--- config.mk ---
export PLATFORM = sky130hd
export DESIGN_NAME = fdiv_cal_ctrl
export DESIGN_NICKNAME = d
export VERILOG_FILES = /design/src/rtl/fdiv_cal_ctrl.sv
export SDC_FILE = /design/constraint.sdc
export NUM_CORES = 1
export LEC_CHECK = 0
export CAP_MARGIN = 25
export CORE_MARGIN = 1.5
export CORE_UTILIZATION = 50
export DETAILED_ROUTE_END_ITERATION = 6
export GPL_TIMING_DRIVEN = 1
export PLACE_DENSITY = 0.78
export SLEW_MARGIN = 25
export SYNTH_ARGS = -nofsm -noshare
export SYNTH_HDL_FRONTEND = slang
export SYNTH_SLANG_ARGS = --single-unit
--- constraint.sdc ---
create_clock -name Clk -period 2.85 [get_ports Clk]
set_input_delay 0.57 -clock Clk [delete_from_list [all_inputs] [get_ports Clk]]
set_output_delay 0.57 -clock Clk [all_outputs]
set_load 0.1 [all_outputs]
--- src/rtl/fdiv_cal_ctrl.sv ---
// fdiv_cal_ctrl: binary-search VCO coarse-tune calibration by counting Fpfd edges per window
module fdiv_cal_ctrl #(
    parameter int         WINDOW  = 1024,
    parameter int         SETTLE  = 64,
    parameter int         TOL     = 8,
    parameter logic [3:0] CAL_SEL = 4'b0101
) (
    input  logic        Clk,
    input  logic        Resetn,
    input  logic        Start,
    input  logic        Fpfd,
    input  logic [11:0] Target,
    input  logic [3:0]  FselReq,
    output logic [3:0]  Tune,
    output logic [3:0]  Fsel,
    output logic [11:0] Count,
    output logic        Busy,
    output logic        Done,
    output logic        Locked
);
    localparam logic [2:0] ST_IDLE    = 3'd0;
    localparam logic [2:0] ST_SETTLE  = 3'd1;
    localparam logic [2:0] ST_MEASURE = 3'd2;
    localparam logic [2:0] ST_DECIDE  = 3'd3;
    localparam logic [2:0] ST_VSETTLE = 3'd4;
    localparam logic [2:0] ST_VERIFY  = 3'd5;
    localparam logic [2:0] ST_DONE    = 3'd6;

    logic [2:0]  state;
    logic [1:0]  idx;
    logic [11:0] cnt, edges, edges_inc;
    logic [2:0]  sync;
    logic        rise, settle_end, win_end;
    logic [12:0] diff, mag;

    // sync[1:0] is the synchronizer, sync[2] holds the previous level for edge detection
    assign rise       = sync[1] & ~sync[2];
    assign settle_end = cnt == 12'(SETTLE - 1);
    assign win_end    = cnt == 12'(WINDOW - 1);
    assign edges_inc  = (rise && edges != 12'hFFF) ? edges + 12'd1 : edges;
    assign diff       = {1'b0, Count} - {1'b0, Target};
    assign mag        = diff[12] ? -diff : diff;
    assign Done       = state == ST_DONE;

    always_ff @(posedge Clk or negedge Resetn) begin
        if (!Resetn) begin
            state  <= ST_IDLE;
            Tune   <= 4'b1000;
            Fsel   <= CAL_SEL;
            Count  <= '0;
            Busy   <= 1'b0;
            Locked <= 1'b0;
            idx    <= 2'd3;
            cnt    <= '0;
            edges  <= '0;
            sync   <= '0;
        end else begin
            sync  <= {sync[1:0], Fpfd};
            Fsel  <= ((state == ST_IDLE && !Start) || state == ST_DONE) ? FselReq : CAL_SEL;
            cnt   <= cnt + 12'd1;
            edges <= edges_inc;
            case (state)
                ST_IDLE: if (Start) begin
                    state  <= ST_SETTLE;
                    Tune   <= 4'b1000;
                    idx    <= 2'd3;
                    Busy   <= 1'b1;
                    Locked <= 1'b0;
                    cnt    <= '0;
                end
                ST_SETTLE, ST_VSETTLE: if (settle_end) begin
                    state <= state == ST_SETTLE ? ST_MEASURE : ST_VERIFY;
                    cnt   <= '0;
                    edges <= '0;
                end
                ST_MEASURE, ST_VERIFY: if (win_end) begin
                    Count <= edges_inc;
                    state <= state == ST_MEASURE ? ST_DECIDE : ST_DONE;
                end
                ST_DECIDE: begin
                    Tune[idx] <= Count < Target;
                    cnt       <= '0;
                    if (idx != 2'd0) begin
                        Tune[idx - 2'd1] <= 1'b1;
                        idx              <= idx - 2'd1;
                        state            <= ST_SETTLE;
                    end else begin
                        state <= ST_VSETTLE;
                    end
                end
                ST_DONE: begin
                    Busy   <= 1'b0;
                    Locked <= mag <= 13'(TOL);
                    state  <= ST_IDLE;
                end
                default: state <= ST_IDLE;
            endcase
        end
    end
endmodule
Word level (Yosys, flattened, before mapping):

Index checks and enable logic that the tools add are counted.

* flip-flop bits (word level): 54
* output and inout bits: 23
* word-level logic and storage cells: 84

* $add $sub $neg: 5
* magnitude comparators: 6
* equal/unequal tests: 13
* mux-type cells: 30
* bitwise logic cells: 3
* reductions and logical operators: 17

Operators by type and width (number)
* 12-bit two-way mux: 5
* 12-bit case mux with 3 select lines: 1
* 12-bit by 1-bit adder with 12-bit output (second input constant): 2
* 3-bit two-way mux: 6
* 13-bit by 4-bit less-or-equal comparator with 1-bit output (second input constant): 1
* 13-bit two-way mux: 1
* 13-bit negator: 1
* 12-bit by 12-bit subtractor with 13-bit output: 1
* 12-bit by 10-bit equality test with 1-bit output (second input constant): 1
* 12-bit by 6-bit equality test with 1-bit output (second input constant): 1
* 12-bit less-than comparator: 1
* 4-bit two-way mux: 3
* 12-bit != test (second input constant): 1
* 3-bit case mux with 4 select lines: 1
* 3-bit equality test (second input constant): 3
* 2-bit != test (second input constant): 4
* 4-bit case mux with 2 select lines: 1
* 3-bit by 2-bit equality test with 1-bit output (second input constant): 2
* 2-bit by 3-bit less-than comparator with 1-bit output (second input constant): 2
* 2-bit AND reduction: 3
* 3-bit AND reduction: 2
* 2-bit nonzero test: 3
* 4-bit bitwise mux: 1
* 1-bit demux with 2-bit select: 2
* other kinds (15): 25

Logic depth before layout (Yosys ltp):

* depth in word-level cells: 8
* mapped depth: 12
* gate-level depth less buffers: 12

Worst setup path after synthesis:

Ideal clock, no wire load.

* path kind: register to register
* start: reg Count[0]
* end: reg Locked
* arrival time: 3.263 ns
* required time: 2.758 ns
* setup slack: -0.505 ns
* stages on the path, launching flop included: 13
* path buffers: 1
* clock period less this slack: 3.355 ns
* path through: dfrtp_1 > inv_1 > ha_1 > fa_1 > and2b_1 > o211ai_1 > a2111oi_1 > or3_1 > buf_2 > a21oi_1 > a311oi_1 > o211ai_1 > o31ai_2

* longest elaborated chain between the ends: 5

RTL lines
* from (decl): RTL line 16 `output logic [11:0] Count,`
* from (signal assigned): RTL line 77 `Count <= edges_inc;`
* 12-bit by 12-bit subtractor with 13-bit output *: RTL line 41 `assign diff = {1'b0, Count} - {1'b0, Target};`
* 13-bit negator: RTL line 42 `assign mag = diff[12] ? -diff : diff;`
* 13-bit two-way mux *: RTL line 42
* 13-bit by 4-bit less-or-equal comparator with 1-bit output *: RTL line 93 `Locked <= mag <= 13'(TOL);`
* 1-bit case mux with 2 select lines *: RTL line 62 `case (state)`
* to (signal assigned): RTL line 93
* to (decl): RTL line 19 `output logic Locked`

Mark *: on every way between the ends. The rest lies on a longest branch, timed or not.
A chain may end at the register's enable or synchronous reset.

Final worst setup path:

* start: in Target[6]
* end: reg Locked

* longest elaborated chain between the ends: 5

RTL lines
* from (decl): RTL line 12 `input logic [11:0] Target,`
* 12-bit by 12-bit subtractor with 13-bit output *: RTL line 41
* 13-bit negator: RTL line 42
* 13-bit two-way mux *: RTL line 42
* 13-bit by 4-bit less-or-equal comparator with 1-bit output *: RTL line 93
* 1-bit case mux with 2 select lines *: RTL line 62

Marks and branches as above.

==> results.toml <==
[timing]
worst_pin_slew_ns = 0.657
slew_violations = 0
slew_headroom_pct = 56.1
worst_slack_ns = -0.0976
rsz0062_at_grt = "yes"
setup_viol = 1
fmax_mhz = 339
min_period_ns = 2.95
hold_violations = 0
skew_ns = 0.0128
finalSetupTns_ns = -0.0976
fin_crit_sh_pct = 103

[worst_setup_path]
r2r_cells = 14
r2r_start = "Count[0]$_DFFE_PN0P_"
r2r_setup_slack_ns = -0.08
cp.required_ns = 3.08
cp-start-kind = "primary input"
endpoint_kind = "flop"
cp_cell_sequence = "clkdlybuf4s50_1 -> inv_1 -> ha_4 -> buf_6 -> nand2_1 -> o21a_1 -> a21o_1 -> o21ai_0 -> xor2_1 -> buf_4 -> a41oi_2 -> o31ai_2"
crit_path_max_incr_delay_ns = 0.48
path_class = "primary input to flop"
crit_family = "compound AO/OA/AOI/OAI gates"
slowest_stage = "clkdlybuf4s50_1"
crit_fanout = 7
reg2reg_to = "Locked$_DFFE_PN0P_"
critPathBufInv = 4
crit_arrival_ns = 3.18

[pwr]
internal_power_mw = 1.22
clockPowerShare_pct = 30.9
p_comb_share_pct = 18.3
switching_share_pct = 27.2
switchingPower_uw = 454
p_per_area_nw_per_um2 = 360
vdd_ir_drop_max_mv = 0.463
power_mw = 1.67
leakage_nw = 2.12
p_seq_share_pct = 50.8

[outcome]
status = "finished, violations left"
violations = "design-rule violations, negative setup slack"

[die]
ioPinCount = 43
core_um2 = 6460
rows = 29
die_area_um2 = 7320
die_w_um = 85.5
initial_utilization_pct = 52.8
die_h_um = 85.5

[route]
drt.antenna.violating_nets = 0
drtIter0Drc = 160
wl_per_cell_um = 15.2
first_pass_iters = 7
viasPerCell = 5.64
drc = 2
drt-total-wl_um = 8440
vias = 3137

[placement]
dp_cells = 541
gp_congestion = 0.847
dpl.hpwl_um = 6000
portBuffers = 42

[cts]
cts_buffers = 5
cts_buffer_depth = 2
path_clk_slew_ns = 0.11
clockRootBuffer = "clkbuf_8"
postCtsHoldBufs = 0
cts.sinks = 54
clk_latency_ns = 0.31
cts_tree = "built"
htree_levels = 2

[grt]
grtUsageMet3_pct = 3.27
grt_max_degree = 31
grt_pass1_wl_um = 13600
use_met1_pct = 29.0
grt-ovfl-total = 0
grt_pass1_vias = 3019
antenna_found_initial = 0
grtUsageMet2_pct = 40.2
busiest_layer = "met2"
grt_use_total_pct = 22.8

[logic_synthesis]
synth_seq_cells = 54
synth_nets = 421
syn_area_per_cell_um2 = 8.97
yosysTopAreaCell = "dfrtp_1"
synth-async-reset-ratio_pct = 100
yosysWarnings = 0
synth_top_area_share_pct = 36.0
synth_top_flop_cell = "dfrtp_1"
syn-instance-count = 380
synth_edf_count = 0
synth_area_leaders = "dfrtp_1 (36%), ha_1 (7.3%), nor2_1 (5.4%)"
yosysUniqueCellTypes = 61
synth_seq_area_share_pct = 39.8
netlist_area_um2 = 3410

[min_path]
hp-class = "primary input to async pin"

[layout]
area_growth_syn_to_layout_pct = 36.4
drive_above_1_share_pct = 30.7
fill_cells = 469
nets = 519
final_common_cell = "buf_4"
final_cell_mix = "buf_4 (77), nor2_1 (49), dfrtp_1 (41)"
final_cells = 556
diodes = 0

[flow_run]
max_cap_viol_count = 0
[per-layer routing]
| metal | routed length, um | vias to the layer above |
|---|---|---|
| met5 | 0 | - |
| met3 | 277 | 18 |
| met4 | 142 | 0 |
| met1 | 3720 | 1511 |
| li1 | - | 1539 |
| met2 | 4310 | 69 |
[per-stage QoR]
| step | setup WS, ns | hold slack (ns) | instance area (um2) | util (%) |
|---|---|---|---|---|
| detailed placement | -0.551 | 0.343 | 4240 | 65.7 |
| global route | -0.153 | 0.259 | 4650 | 71.9 |
| floorplan | 0.00426 | 0.274 | 3440 | - |
| global placement | -0.465 | 0.337 | 4240 | 65.7 |
| finish | -0.0976 | 0.238 | 4650 | 71.9 |
| CTS | -0.00678 | 0.251 | 4510 | 69.8 |
[state kept, by name, indices dropped and copies added, names as in the netlist]
name,flops
Tune,4
state,3
edges,12
cnt,12
idx,2
Locked,1
Busy,1
Count,12
sync,3
Fsel,4
[cells in the mapped netlist (all sizes together), types with 2 or more instances]
cell / number
ha: 20
buf: 3
and2: 3
inv: 24
clkbuf: 6
nand4: 5
o31ai: 6
a31oi: 2
dfstp: 5
a2111oi: 3
nand3: 15
nor2: 49
a21o: 4
o21a: 2
nand2: 34
or3: 4
nor4: 6
a211oi: 5
a41oi: 2
o211ai: 2
nor3: 13
xor2: 15
nand2b: 4
and3: 4
or2: 3
and2b: 2
o22ai: 3
dfrtp: 49
o21ai: 25
nor2b: 4
o311ai: 3
a21oi: 23
xnor2: 14
a311oi: 2
[worst max path at each step]
stage | from | endpoint | cells after the start | slack, ns
floorplan | Count[4]$_DFFE_PN0P_ | Locked$_DFFE_PN0P_ | 9 | 0.004
global placement | Target[1] | Locked$_DFFE_PN0P_ | 12 | -0.46
detailed placement | Target[1] | Locked$_DFFE_PN0P_ | 11 | -0.55
CTS | Target[6] | Locked$_DFFE_PN0P_ | 11 | -0.007
global route | Target[6] | Locked$_DFFE_PN0P_ | 12 | -0.15
finish | Target[6] | Locked$_DFFE_PN0P_ | 12 | -0.1
[area by class of cell]
class                           instances  area [um2]  share of cell area [%]
Timing Repair Buffer                  100         822                    17.7
Clock buffer                            5        68.8                    1.48
Inverter                               25        96.3                    2.07
Clock inverter                          3        43.8                   0.942
Multi-Input combinational cell        292        2140                    46.1
Tap cell                               77        96.3                    2.07
Sequential cell                        54        1380                    29.6
[repair_timing]
item / 4_1_cts / 5_1_grt
setup endpoints to repair: 5 / 5
resized for setup: 22 / 20
pin swaps: 25 / 12
setup buffers: 4 / 3
[kinds of logic (layout without fill, tap and decap cells)]
| logic type | Yosys count | after routing | share of synthesized area, % |
|---|---|---|---|
| AND/OR/NAND/NOR | 149 | 149 | 21.1 |
| AO/OA/AOI/OAI | 91 | 91 | 18.5 |
| flip-flops | 54 | 54 | 39.8 |
| buffers and inverters | 34 | 133 | 4.00 |
| XOR/XNOR | 29 | 29 | 7.90 |
| adder cells (fa/ha/maj) | 21 | 21 | 7.93 |
| multiplexers | 2 | 2 | 0.734 |
[power by group through the flow]
stage / combinational (mW) / clock (mW) / sequential (mW)
2_1_floorplan: 0.160 / 0 / 0.854
3_3_place_gp: 0.265 / 0 / 0.859
3_5_place_dp: 0.275 / 0 / 0.863
4_1_cts: 0.290 / 0.528 / 0.849
5_1_grt: 0.338 / 0.564 / 0.853
6_report: 0.307 / 0.516 / 0.850
No activity file was read; power rests on OpenSTA's default activity.
